File: src/rtl/wb_spi_pkg.sv
// Shared definitions for the Wishbone initiator that drives the SPI core's
// register file: bus width defaults, the command state encoding and the
// core's register map.
package wb_spi_pkg;

  localparam int ADR_W_DEF = 3;
  localparam int DAT_W_DEF = 8;

  // SPI core register addresses
  localparam logic [2:0] SPCR = 3'd0;  // control
  localparam logic [2:0] SPSR = 3'd1;  // status
  localparam logic [2:0] SPDR = 3'd2;  // data
  localparam logic [2:0] SPER = 3'd3;  // extensions

  // Command engine: wait for a command, run one bus cycle, present response
  typedef enum logic [1:0] {
    IDLE = 2'd0,
    BUS  = 2'd1,
    RESP = 2'd2
  } state_e;

endpackage

File: src/rtl/wb_spi_master_if.sv
// Wishbone classic bus between the initiator and the SPI core slave port,
// plus the core's interrupt line. Signal suffixes are from the initiator's
// point of view.
//   cyc_o/stb_o : cycle and strobe (always equal)
//   adr_o/we_o  : address and write enable
//   dat_o/dat_i : write data / read data
//   ack_i       : cycle termination
//   inta_i      : core interrupt request
interface wb_spi_master_if
  import wb_spi_pkg::*;
#(
  parameter int ADR_W = ADR_W_DEF,
  parameter int DAT_W = DAT_W_DEF
) ();

  logic             cyc_o;
  logic             stb_o;
  logic [ADR_W-1:0] adr_o;
  logic             we_o;
  logic [DAT_W-1:0] dat_o;
  logic [DAT_W-1:0] dat_i;
  logic             ack_i;
  logic             inta_i;

  modport master (
    output cyc_o, stb_o, adr_o, we_o, dat_o,
    input  dat_i, ack_i, inta_i
  );

  modport slave (
    input  cyc_o, stb_o, adr_o, we_o, dat_o,
    output dat_i, ack_i, inta_i
  );

endinterface

File: src/rtl/wb_irq_edge.sv
// Interrupt register and rising-edge detector for the SPI core's inta line.
//   clk_i/rst_i : clock, asynchronous active-high reset
//   inta_i      : raw interrupt from the core
//   irq_o       : inta_i delayed by one clock
//   irq_rise_o  : one-cycle pulse when irq_o goes 0 -> 1
module wb_irq_edge (
  input  logic clk_i,
  input  logic rst_i,
  input  logic inta_i,
  output logic irq_o,
  output logic irq_rise_o
);

  logic irq_q;
  logic rise_q;

  // The pulse is computed from the incoming level against the registered
  // copy, so it lines up with the cycle in which irq_o first reads 1.
  always_ff @(posedge clk_i or posedge rst_i) begin
    if (rst_i) begin
      irq_q  <= 1'b0;
      rise_q <= 1'b0;
    end else begin
      irq_q  <= inta_i;
      rise_q <= inta_i & ~irq_q;
    end
  end

  assign irq_o      = irq_q;
  assign irq_rise_o = rise_q;

endmodule

File: src/rtl/wb_spi_master.sv
// Wishbone classic single-cycle initiator for the SPI core register file.
// Each command accepted on the cmd port produces exactly one bus cycle and
// one response on the rsp port (read data, or an error if the slave never
// acknowledged within TIMEOUT_CYCLES strobe cycles).
//   clk_i, rst_i          : clock, asynchronous active-high reset
//   cmd_valid_i/ready_o   : command handshake
//   cmd_we_i/adr_i/dat_i  : command contents (dat ignored for reads)
//   rsp_valid_o/ready_i   : response handshake
//   rsp_dat_o/rsp_err_o   : read data (0 for writes/errors), timeout flag
//   wb                    : Wishbone master port + interrupt input
//   irq_o/irq_rise_o      : registered interrupt and its rising-edge pulse
//   busy_o                : a command is in flight
module wb_spi_master
  import wb_spi_pkg::*;
#(
  parameter int TIMEOUT_CYCLES = 16,
  parameter int ADR_W          = ADR_W_DEF,
  parameter int DAT_W          = DAT_W_DEF
) (
  input  logic                clk_i,
  input  logic                rst_i,

  input  logic                cmd_valid_i,
  output logic                cmd_ready_o,
  input  logic                cmd_we_i,
  input  logic [ADR_W-1:0]    cmd_adr_i,
  input  logic [DAT_W-1:0]    cmd_dat_i,

  output logic                rsp_valid_o,
  input  logic                rsp_ready_i,
  output logic [DAT_W-1:0]    rsp_dat_o,
  output logic                rsp_err_o,

  wb_spi_master_if.master     wb,

  output logic                irq_o,
  output logic                irq_rise_o,
  output logic                busy_o
);

  // Last count value before the abort; counter starts at 0 on the first
  // strobe cycle, so stb stays high for exactly TIMEOUT_CYCLES cycles.
  localparam logic [7:0] CNT_LAST = 8'(TIMEOUT_CYCLES - 1);

  state_e           state_q,     state_d;
  logic [7:0]       cnt_q,       cnt_d;
  logic [ADR_W-1:0] adr_q,       adr_d;
  logic             we_q,        we_d;
  logic [DAT_W-1:0] wdat_q,      wdat_d;
  logic [DAT_W-1:0] rdat_q,      rdat_d;
  logic             err_q,       err_d;
  logic             cmd_ready_q, cmd_ready_d;
  logic             cyc_q,       cyc_d;
  logic             rsp_valid_q, rsp_valid_d;
  logic             busy_q,      busy_d;

  always_ff @(posedge clk_i or posedge rst_i) begin
    if (rst_i) begin
      state_q     <= IDLE;
      cnt_q       <= '0;
      adr_q       <= '0;
      we_q        <= 1'b0;
      wdat_q      <= '0;
      rdat_q      <= '0;
      err_q       <= 1'b0;
      cmd_ready_q <= 1'b0;
      cyc_q       <= 1'b0;
      rsp_valid_q <= 1'b0;
      busy_q      <= 1'b0;
    end else begin
      state_q     <= state_d;
      cnt_q       <= cnt_d;
      adr_q       <= adr_d;
      we_q        <= we_d;
      wdat_q      <= wdat_d;
      rdat_q      <= rdat_d;
      err_q       <= err_d;
      cmd_ready_q <= cmd_ready_d;
      cyc_q       <= cyc_d;
      rsp_valid_q <= rsp_valid_d;
      busy_q      <= busy_d;
    end
  end

  always_comb begin
    state_d = state_q;
    cnt_d   = cnt_q;
    adr_d   = adr_q;
    we_d    = we_q;
    wdat_d  = wdat_q;
    rdat_d  = rdat_q;
    err_d   = err_q;

    unique case (state_q)
      IDLE: begin
        // cmd_ready_q is still 0 in the first cycle after reset, so a
        // command is only taken once the handshake is actually offered.
        if (cmd_valid_i && cmd_ready_q) begin
          adr_d   = cmd_adr_i;
          we_d    = cmd_we_i;
          wdat_d  = cmd_we_i ? cmd_dat_i : '0;
          cnt_d   = '0;
          state_d = BUS;
        end
      end
      BUS: begin
        // ack wins over a timeout landing on the same edge
        if (wb.ack_i) begin
          rdat_d  = we_q ? '0 : wb.dat_i;
          err_d   = 1'b0;
          state_d = RESP;
        end else if (cnt_q == CNT_LAST) begin
          rdat_d  = '0;
          err_d   = 1'b1;
          state_d = RESP;
        end else begin
          cnt_d = cnt_q + 8'd1;
        end
      end
      RESP: begin
        if (rsp_ready_i) begin
          state_d = IDLE;
        end
      end
      default: begin
        state_d = IDLE;
      end
    endcase

    // Outputs are registered copies of what the next state implies.
    cmd_ready_d = (state_d == IDLE);
    cyc_d       = (state_d == BUS);
    rsp_valid_d = (state_d == RESP);
    busy_d      = (state_d != IDLE);
  end

  assign cmd_ready_o = cmd_ready_q;
  assign rsp_valid_o = rsp_valid_q;
  assign rsp_dat_o   = rdat_q;
  assign rsp_err_o   = err_q;
  assign busy_o      = busy_q;

  // stb shares the cyc register so the two can never disagree.
  assign wb.cyc_o = cyc_q;
  assign wb.stb_o = cyc_q;
  assign wb.adr_o = adr_q;
  assign wb.we_o  = we_q;
  assign wb.dat_o = wdat_q;

  wb_irq_edge u_irq (
    .clk_i      (clk_i),
    .rst_i      (rst_i),
    .inta_i     (wb.inta_i),
    .irq_o      (irq_o),
    .irq_rise_o (irq_rise_o)
  );

endmodule

File: src/flat_wrapper.sv
// flat-port wrapper written by rule: the top's interface ports become plain ports
module wb_spi_master_flat import wb_spi_pkg::*;
#(
  parameter int TIMEOUT_CYCLES = 16,
  parameter int ADR_W          = ADR_W_DEF,
  parameter int DAT_W          = DAT_W_DEF
)
  (clk_i, rst_i, cmd_valid_i, cmd_ready_o, cmd_we_i, cmd_adr_i, cmd_dat_i, rsp_valid_o, rsp_ready_i, rsp_dat_o, rsp_err_o, irq_o, irq_rise_o, busy_o, wb_cyc_o, wb_stb_o, wb_adr_o, wb_we_o, wb_dat_o, wb_dat_i, wb_ack_i, wb_inta_i);
  wb_spi_master_if #(.ADR_W(ADR_W), .DAT_W(DAT_W)) wb_i ();
  input  logic clk_i;
  input  logic rst_i;
  input  logic cmd_valid_i;
  output logic cmd_ready_o;
  input  logic cmd_we_i;
  input  logic [ADR_W-1:0] cmd_adr_i;
  input  logic [DAT_W-1:0] cmd_dat_i;
  output logic rsp_valid_o;
  input  logic rsp_ready_i;
  output logic [DAT_W-1:0] rsp_dat_o;
  output logic rsp_err_o;
  output logic irq_o;
  output logic irq_rise_o;
  output logic busy_o;
  output wire logic [$bits(wb_i.cyc_o)-1:0] wb_cyc_o;
  output wire logic [$bits(wb_i.stb_o)-1:0] wb_stb_o;
  output wire logic [$bits(wb_i.adr_o)-1:0] wb_adr_o;
  output wire logic [$bits(wb_i.we_o)-1:0] wb_we_o;
  output wire logic [$bits(wb_i.dat_o)-1:0] wb_dat_o;
  input wire logic [$bits(wb_i.dat_i)-1:0] wb_dat_i;
  input wire logic [$bits(wb_i.ack_i)-1:0] wb_ack_i;
  input wire logic [$bits(wb_i.inta_i)-1:0] wb_inta_i;
  assign wb_cyc_o = wb_i.cyc_o;
  assign wb_stb_o = wb_i.stb_o;
  assign wb_adr_o = wb_i.adr_o;
  assign wb_we_o = wb_i.we_o;
  assign wb_dat_o = wb_i.dat_o;
  assign wb_i.dat_i = wb_dat_i;
  assign wb_i.ack_i = wb_ack_i;
  assign wb_i.inta_i = wb_inta_i;
  wb_spi_master #(.TIMEOUT_CYCLES(TIMEOUT_CYCLES), .ADR_W(ADR_W), .DAT_W(DAT_W)) u_core (.clk_i(clk_i), .rst_i(rst_i), .cmd_valid_i(cmd_valid_i), .cmd_ready_o(cmd_ready_o), .cmd_we_i(cmd_we_i), .cmd_adr_i(cmd_adr_i), .cmd_dat_i(cmd_dat_i), .rsp_valid_o(rsp_valid_o), .rsp_ready_i(rsp_ready_i), .rsp_dat_o(rsp_dat_o), .rsp_err_o(rsp_err_o), .wb(wb_i), .irq_o(irq_o), .irq_rise_o(irq_rise_o), .busy_o(busy_o));
endmodule
File: config.mk
export PLATFORM = sky130hd
export DESIGN_NAME = wb_spi_master_flat
export DESIGN_NICKNAME = d
export VERILOG_FILES = /design/src/rtl/wb_spi_pkg.sv /design/src/rtl/wb_spi_master_if.sv /design/src/rtl/wb_irq_edge.sv /design/src/rtl/wb_spi_master.sv /design/src/flat_wrapper.sv
export SDC_FILE = /design/constraint.sdc
export NUM_CORES = 1
export LEC_CHECK = 0
export CAP_MARGIN = 10
export CORE_MARGIN = 1
export CORE_UTILIZATION = 24
export DETAILED_ROUTE_END_ITERATION = 16
export PLACE_DENSITY_LB_ADDON = 0.25
export SETUP_SLACK_MARGIN = 0.15
export SYNTH_ARGS = -nofsm -noshare
export SYNTH_HDL_FRONTEND = slang
export SYNTH_SLANG_ARGS = --single-unit
File: constraint.sdc
create_clock -name clk_i -period 2.38 [get_ports clk_i]
set_input_delay 0.238 -clock clk_i [delete_from_list [all_inputs] [get_ports clk_i]]
set_output_delay 0.238 -clock clk_i [all_outputs]
set_load 0.005 [all_outputs]
# [Word-level counts from Yosys, hierarchy flattened]
# Cells that the tools add are included.
[word_totals] wordCells=48 reg_bits=37 output_inout_bits=28
[classes] muxes=15 bitwise_logic=2 reduce_logical=9 eq_ne=8 n_addsub=1
[op_table] op="two-way mux 8 bit" n=7
[op_table] op="case mux 8 bit (2 select lines)" n=1
[op_table] op="adder 8 x 1 -> 8 bit, second input constant" n=1
[op_table] op="== test 8 x 4 -> 1 bit, second input constant" n=1
[op_table] op="two-way mux 2 bit" n=4
[op_table] op="case mux 2 bit (3 select lines)" n=1
[op_table] op="nonzero test 2 bit" n=3
[op_table] op="== test 2 x 1 -> 1 bit, second input constant" n=2
[op_table] op="== test 2 bit, second input constant" n=2
[op_table] op="logical NOT 2 bit" n=2
[op_table] op="!= test 2 bit, second input constant" n=2
[op_table] op="AND reduction 2 bit" n=2
[op_table] op="AND reduction 4 bit" n=1
[op_table] op="two-way mux 1 bit" n=2
[op_table] op="!= test 2 x 1 -> 1 bit, second input constant" n=1
[op_table] op="AND 1 bit" n=1
[op_table] op="logical AND 1 bit" n=1
[op_table] op="inverter 1 bit" n=1

# [Logic depth before layout (Yosys ltp)]
[logic_depth] word_depth=5 ltp_mapped=7

# [By module]
# A second synthesis with hierarchy kept.
[hier_totals] cells_unflattened=144 hier_area_um2=1515.2
[by_module_without_submodules] mod="wb_spi_master" area_per_inst_um2=1447.6 n_inst=1 cells_each=140 seq_area_each_um2=875.8
[by_module_without_submodules] mod="wb_irq_edge" area_per_inst_um2=67.6 n_inst=1 cells_each=4 seq_area_each_um2=50.0

# [Worst setup path before layout]
# Ideal clock, no wire load.
[synth_path] kind="reg-to-reg" startpoint="reg u_core.cnt_q[0]" endpoint="reg u_core.cnt_q[4]" arrival_ps=1514 path_buffers=1 required_ps=2315 setup_slack_ps=801 path_stages_with_launch=7 cell_sequence="dfrtp_1 ha_1 and3_1 a31oi_4 and2_1 buf_6 a31o_1"
[synth_between] elab_chain_len=4
[synth_rtl] element="start: declaration" line="wb_spi_master.sv:46" rtl="logic [7:0] cnt_q, cnt_d;"
[synth_rtl] element="start signal: assignment" line="wb_spi_master.sv:72" rtl="cnt_q <= cnt_d;"
[synth_rtl] element="adder 8 x 1 -> 8 bit" line="wb_spi_master.sv:117" rtl="cnt_d = cnt_q + 8'd1;"
[synth_rtl] element="two-way mux 8 bit" line="wb_spi_master.sv:112" rtl="end else if (cnt_q == CNT_LAST) begin"
[synth_rtl] element="two-way mux 8 bit" line="wb_spi_master.sv:108" rtl="if (wb.ack_i) begin"
[synth_rtl] element="case mux 8 bit (2 select lines)" line="wb_spi_master.sv:94" rtl="unique case (state_q)"
# Parallel ways exist; a longest one is shown, timed or not. The select of a mux whose other input is x is not followed.
# A chain may end at the register's enable or synchronous reset.

# [Worst setup path in the final report]
# Same ends and word-level chain as after synthesis.

==> impl_results.md <==
- Final instance area: between 2000 and 2500 sq um
- Peak Freq: about 0.54 GHz
- Routed wl met2: about 1.5 mm
- Mapped Cells: between 100 and 150
- Port bufs: 53
- Place WS: ~530 ps
- Crit path launch type: flip-flop
- Worst Hold Class: in2async
- WL per Instance: 12.5 um
- Slew HR: 0.609
- Worst EP required: approximately 2600 ps
- Crit Path Max Fanout: 10
- Core Rows: 29
- Nets: 228
- Cts hold-fix bufs: 0
- CTS clk-pin slew, worst paths: 80 ps
- RD Place Congestion: a little over 0.8
- Post-Route Skew: around 7.0 ps
- Total die area: approximately 7000 sq um
- Slew Limit Fails: 0
- Die height: around 83 um
- CP cell instances: ha_1 > and3_1 > a31oi_4 > buf_4 > a31oi_1 > a31o_1
- Pwr Density: between 1000 and 1500 nW/um^2
- Total gr overflow: 0
- RSZ-0062 raised after global routing: false
- Data arrival, critical path: 2030 ps
- Placed cell area: roughly 2200 sq um
- Final hold vios: 0
- Later-pin clock latency in the skew report: between 200 and 300 ps
- Kind of capture point of the worst setup path: flip-flop
- Initial Util: 0.248
- Worst flop-to-flop path startpoint: u_core.cnt_q[0]
- Power share of the sequential group: 0.424
- Mapped Area: 1570 sq um
- Htree depth: 2
- Syn_nets: 172
- Max stage delay cell, worst path: dfrtp_1
- Internal power: 1670 uW
- Syn Area/Cell: 10.8 sq um
- Met3 WL: approximately 230 um
- Synth cell types: 35
- CTS Buf Count: 5
- Root buffer cell: clkbuf_8
- Psw: around 790 uW
- Post-route setup TNS: 0 ps
- Worst-Margin Slew: around 590 ps
- Post-route met1 wirelength: about 1.7 mm
- Final worst-path cycle share: 0.775
- Antenna viol nets, final: 0
- Initial antenna violation count: 0
- R2R Setup Slk: approximately 530 ps
- GRT Overall Usage: 0.109
- Global-route wire length before repair: 5.98 mm
- Kind of critical path: reg2reg
- Tot Pwr: ~2500 uW
- Critical path buffers and inverters: 1
- Delay-heaviest family, CP: compound AO/OA/AOI/OAI gates
- # setup viols final: 0
- IO Pins: 54
- DPL Wire Length: around 2.6 mm
- Via Count: ~1200
- FF-to-FF End: u_core.cnt_q[4]
- Worst path max stage delay: between 400 and 500 ps
- Peak VDD IR: 0.395 mV
- Die width: roughly 83 um
- ANT cells: 0
- Register area share after synthesis: 0.589
- Max clock buf depth: 2
- Post-route setup slack: ~530 ps
- Pleak: 0.00100 uW
- Clock network fraction of total power: 0.172
- Vias in the first global route: around 1200
- Yosys reg bits: 37
- Clk sinks: 37
- CTS tree: done
- Worst R2R Path Depth: 6
- Gate power share: 0.405
- Ys Warns: 0
- Number of DRC markers in iteration 0: 70
- Largest net degree at the start of global routing: 25
- Pre-Repair DR Iteration Count: 4
- Period minus WS final: ~1800 ps
- DR vias/cell: between 4 and 5
- DRC: 0
- Layout area overhead: 43.4%
- CORE AREA: approximately 6300 sq um
- Proportion of layout cells with a drive suffix above 1: 0.0792
- Status: completed
- Cts repair resizes: 0
- Top routing layer in use: met4
- Sw Ratio: 0.322
- # Post-CTS Setup Buffers: 0
- MaxCap Viol Count: 0
- Drt total wl: around 3.5 mm
-- flip-flops by register name (all words and copies together), names as in the netlist --
name	count
u_core.wb.adr_o	3
u_core.u_irq.irq_rise_o	1
u_core.wb.dat_o	8
u_core.busy_o	1
u_core.cnt_q	8
u_core.state_q	2
u_core.rsp_dat_o	8
u_core.rsp_valid_o	1
u_core.rsp_err_o	1
u_core.u_irq.irq_o	1
u_core.wb.cyc_o	1
u_core.cmd_ready_o	1
u_core.wb.we_o	1
-- power groups by stage --
| stage | clock network, uW | registers [uW] | logic, uW |
|---|---|---|---|
| 4_1_cts | 441 | 1050 | 1010 |
| 5_1_grt | 474 | 1080 | 1100 |
| 3_5_place_dp | 0 | 1050 | 1020 |
| 6_report | 423 | 1040 | 996 |
| 2_1_floorplan | 0 | 1030 | 509 |
| 3_3_place_gp | 0 | 1060 | 1010 |
-- metrics by stage --
| step | hold WS [ps] | cells | util |
|---|---|---|---|
| 6_report | 280 | 279 | 0.355 |
| 5_1_grt | 359 | 279 | 0.355 |
| 4_1_cts | 296 | 279 | 0.355 |
| 3_5_place_dp | 419 | 271 | 0.342 |
| 3_3_place_gp | 417 | 271 | 0.342 |
| 2_1_floorplan | 269 | 145 | - |
-- per-layer routing --
metal | track usage | up-vias
met4 | 0.0423 | 0
li1 | - | 602
met5 | 0 | -
met1 | 0.145 | 587
met3 | 0.0417 | 6
met2 | 0.161 | 35
-- cell usage after synthesis --
master,count,area (sq um)
nand4b_1,1,8.76
nor3b_2,1,12.5
nand2_1,34,128
buf_1,1,3.75
a31oi_1,3,18.8
a31o_1,2,17.5
nor4_4,1,21.3
inv_1,4,15.0
xnor2_1,1,8.76
a22o_1,8,70.1
nand3_1,2,10.0
a22oi_1,2,15.0
and2b_1,1,7.51
nor3_1,1,5.00
buf_4,2,15.0
or2_1,1,6.26
a31o_2,1,8.76
and3_1,1,6.26
a31oi_4,1,21.3
a21o_1,1,7.51
nand2b_1,2,12.5
and2_1,2,12.5
buf_6,3,33.8
dfrtp_1,37,926
nor2b_1,2,12.5
o21ai_0,9,45.0
a21oi_1,3,15.0
nor2_1,7,26.3
nand4bb_1,1,11.3
clkbuf_1,3,11.3
mux2i_1,2,20.0
nand4_1,2,12.5
and3b_1,1,8.76
nor4_1,1,6.26
ha_1,1,12.5
-- layout make-up --
type	instances	area, sq um
Clock inverter	2	10.0
Tap cell	77	96.3
Clock buffer	6	72.6
Sequential cell	37	926
Fill cell	659	4090
Timing Repair Buffer	58	568
Inverter	4	15.0
Multi-Input combinational cell	95	568
-- how the worst max path moves through the flow --
| stage | startpoint | end | slack [ps] | cells after the start |
|---|---|---|---|---|
| floorplan | u_core.cnt_q[0] | u_core.cnt_q[4] | 800 | 6 |
| global placement | wb_ack_i | u_core.rsp_dat_o[5] | 540 | 4 |
| detailed placement | u_core.cnt_q[0] | u_core.cnt_q[4] | 530 | 6 |
| CTS | u_core.cnt_q[0] | u_core.cnt_q[4] | 520 | 6 |
| global route | u_core.cnt_q[0] | u_core.cnt_q[4] | 410 | 6 |
| finish | u_core.cnt_q[0] | u_core.cnt_q[4] | 530 | 6 |
-- logic make-up (layout without fill, tap and decap cells) --
group | count (synthesis) | after routing | share of synthesized area
multiplexers | 2 | 2 | 0.0127
AND/OR/NAND/NOR | 61 | 61 | 0.196
flip-flops | 37 | 37 | 0.589
AO/OA/AOI/OAI | 30 | 30 | 0.139
XOR/XNOR | 1 | 1 | 0.00557
adder cells (fa/ha/maj) | 1 | 1 | 0.00795
buffers and inverters | 13 | 70 | 0.0501
-- placed cells by master, fill, tap and decap left out, drive strengths merged, types with 3 or more instances in the layout --
| cell | Yosys | final |
|---|---|---|
| clkdlybuf4s50 | 0 | 53 |
| dfrtp | 37 | 37 |
| nand2 | 34 | 34 |
| o21ai | 9 | 9 |
| a22o | 8 | 8 |
| nor2 | 7 | 7 |
| clkbuf | 3 | 6 |
| buf | 6 | 5 |
| inv | 4 | 4 |
| a31oi | 4 | 4 |
| a21oi | 3 | 3 |
| a31o | 3 | 3 |
-- worst reg2reg max path: cells and delay by family (launching register included) --
kind            cells  cell delay [ps]
compound gates      3              600
flops               1              410
simple gates        1              260
fa+ha+maj           1              250
buf+inv             1              230
(Power assumes the default switching activity.)
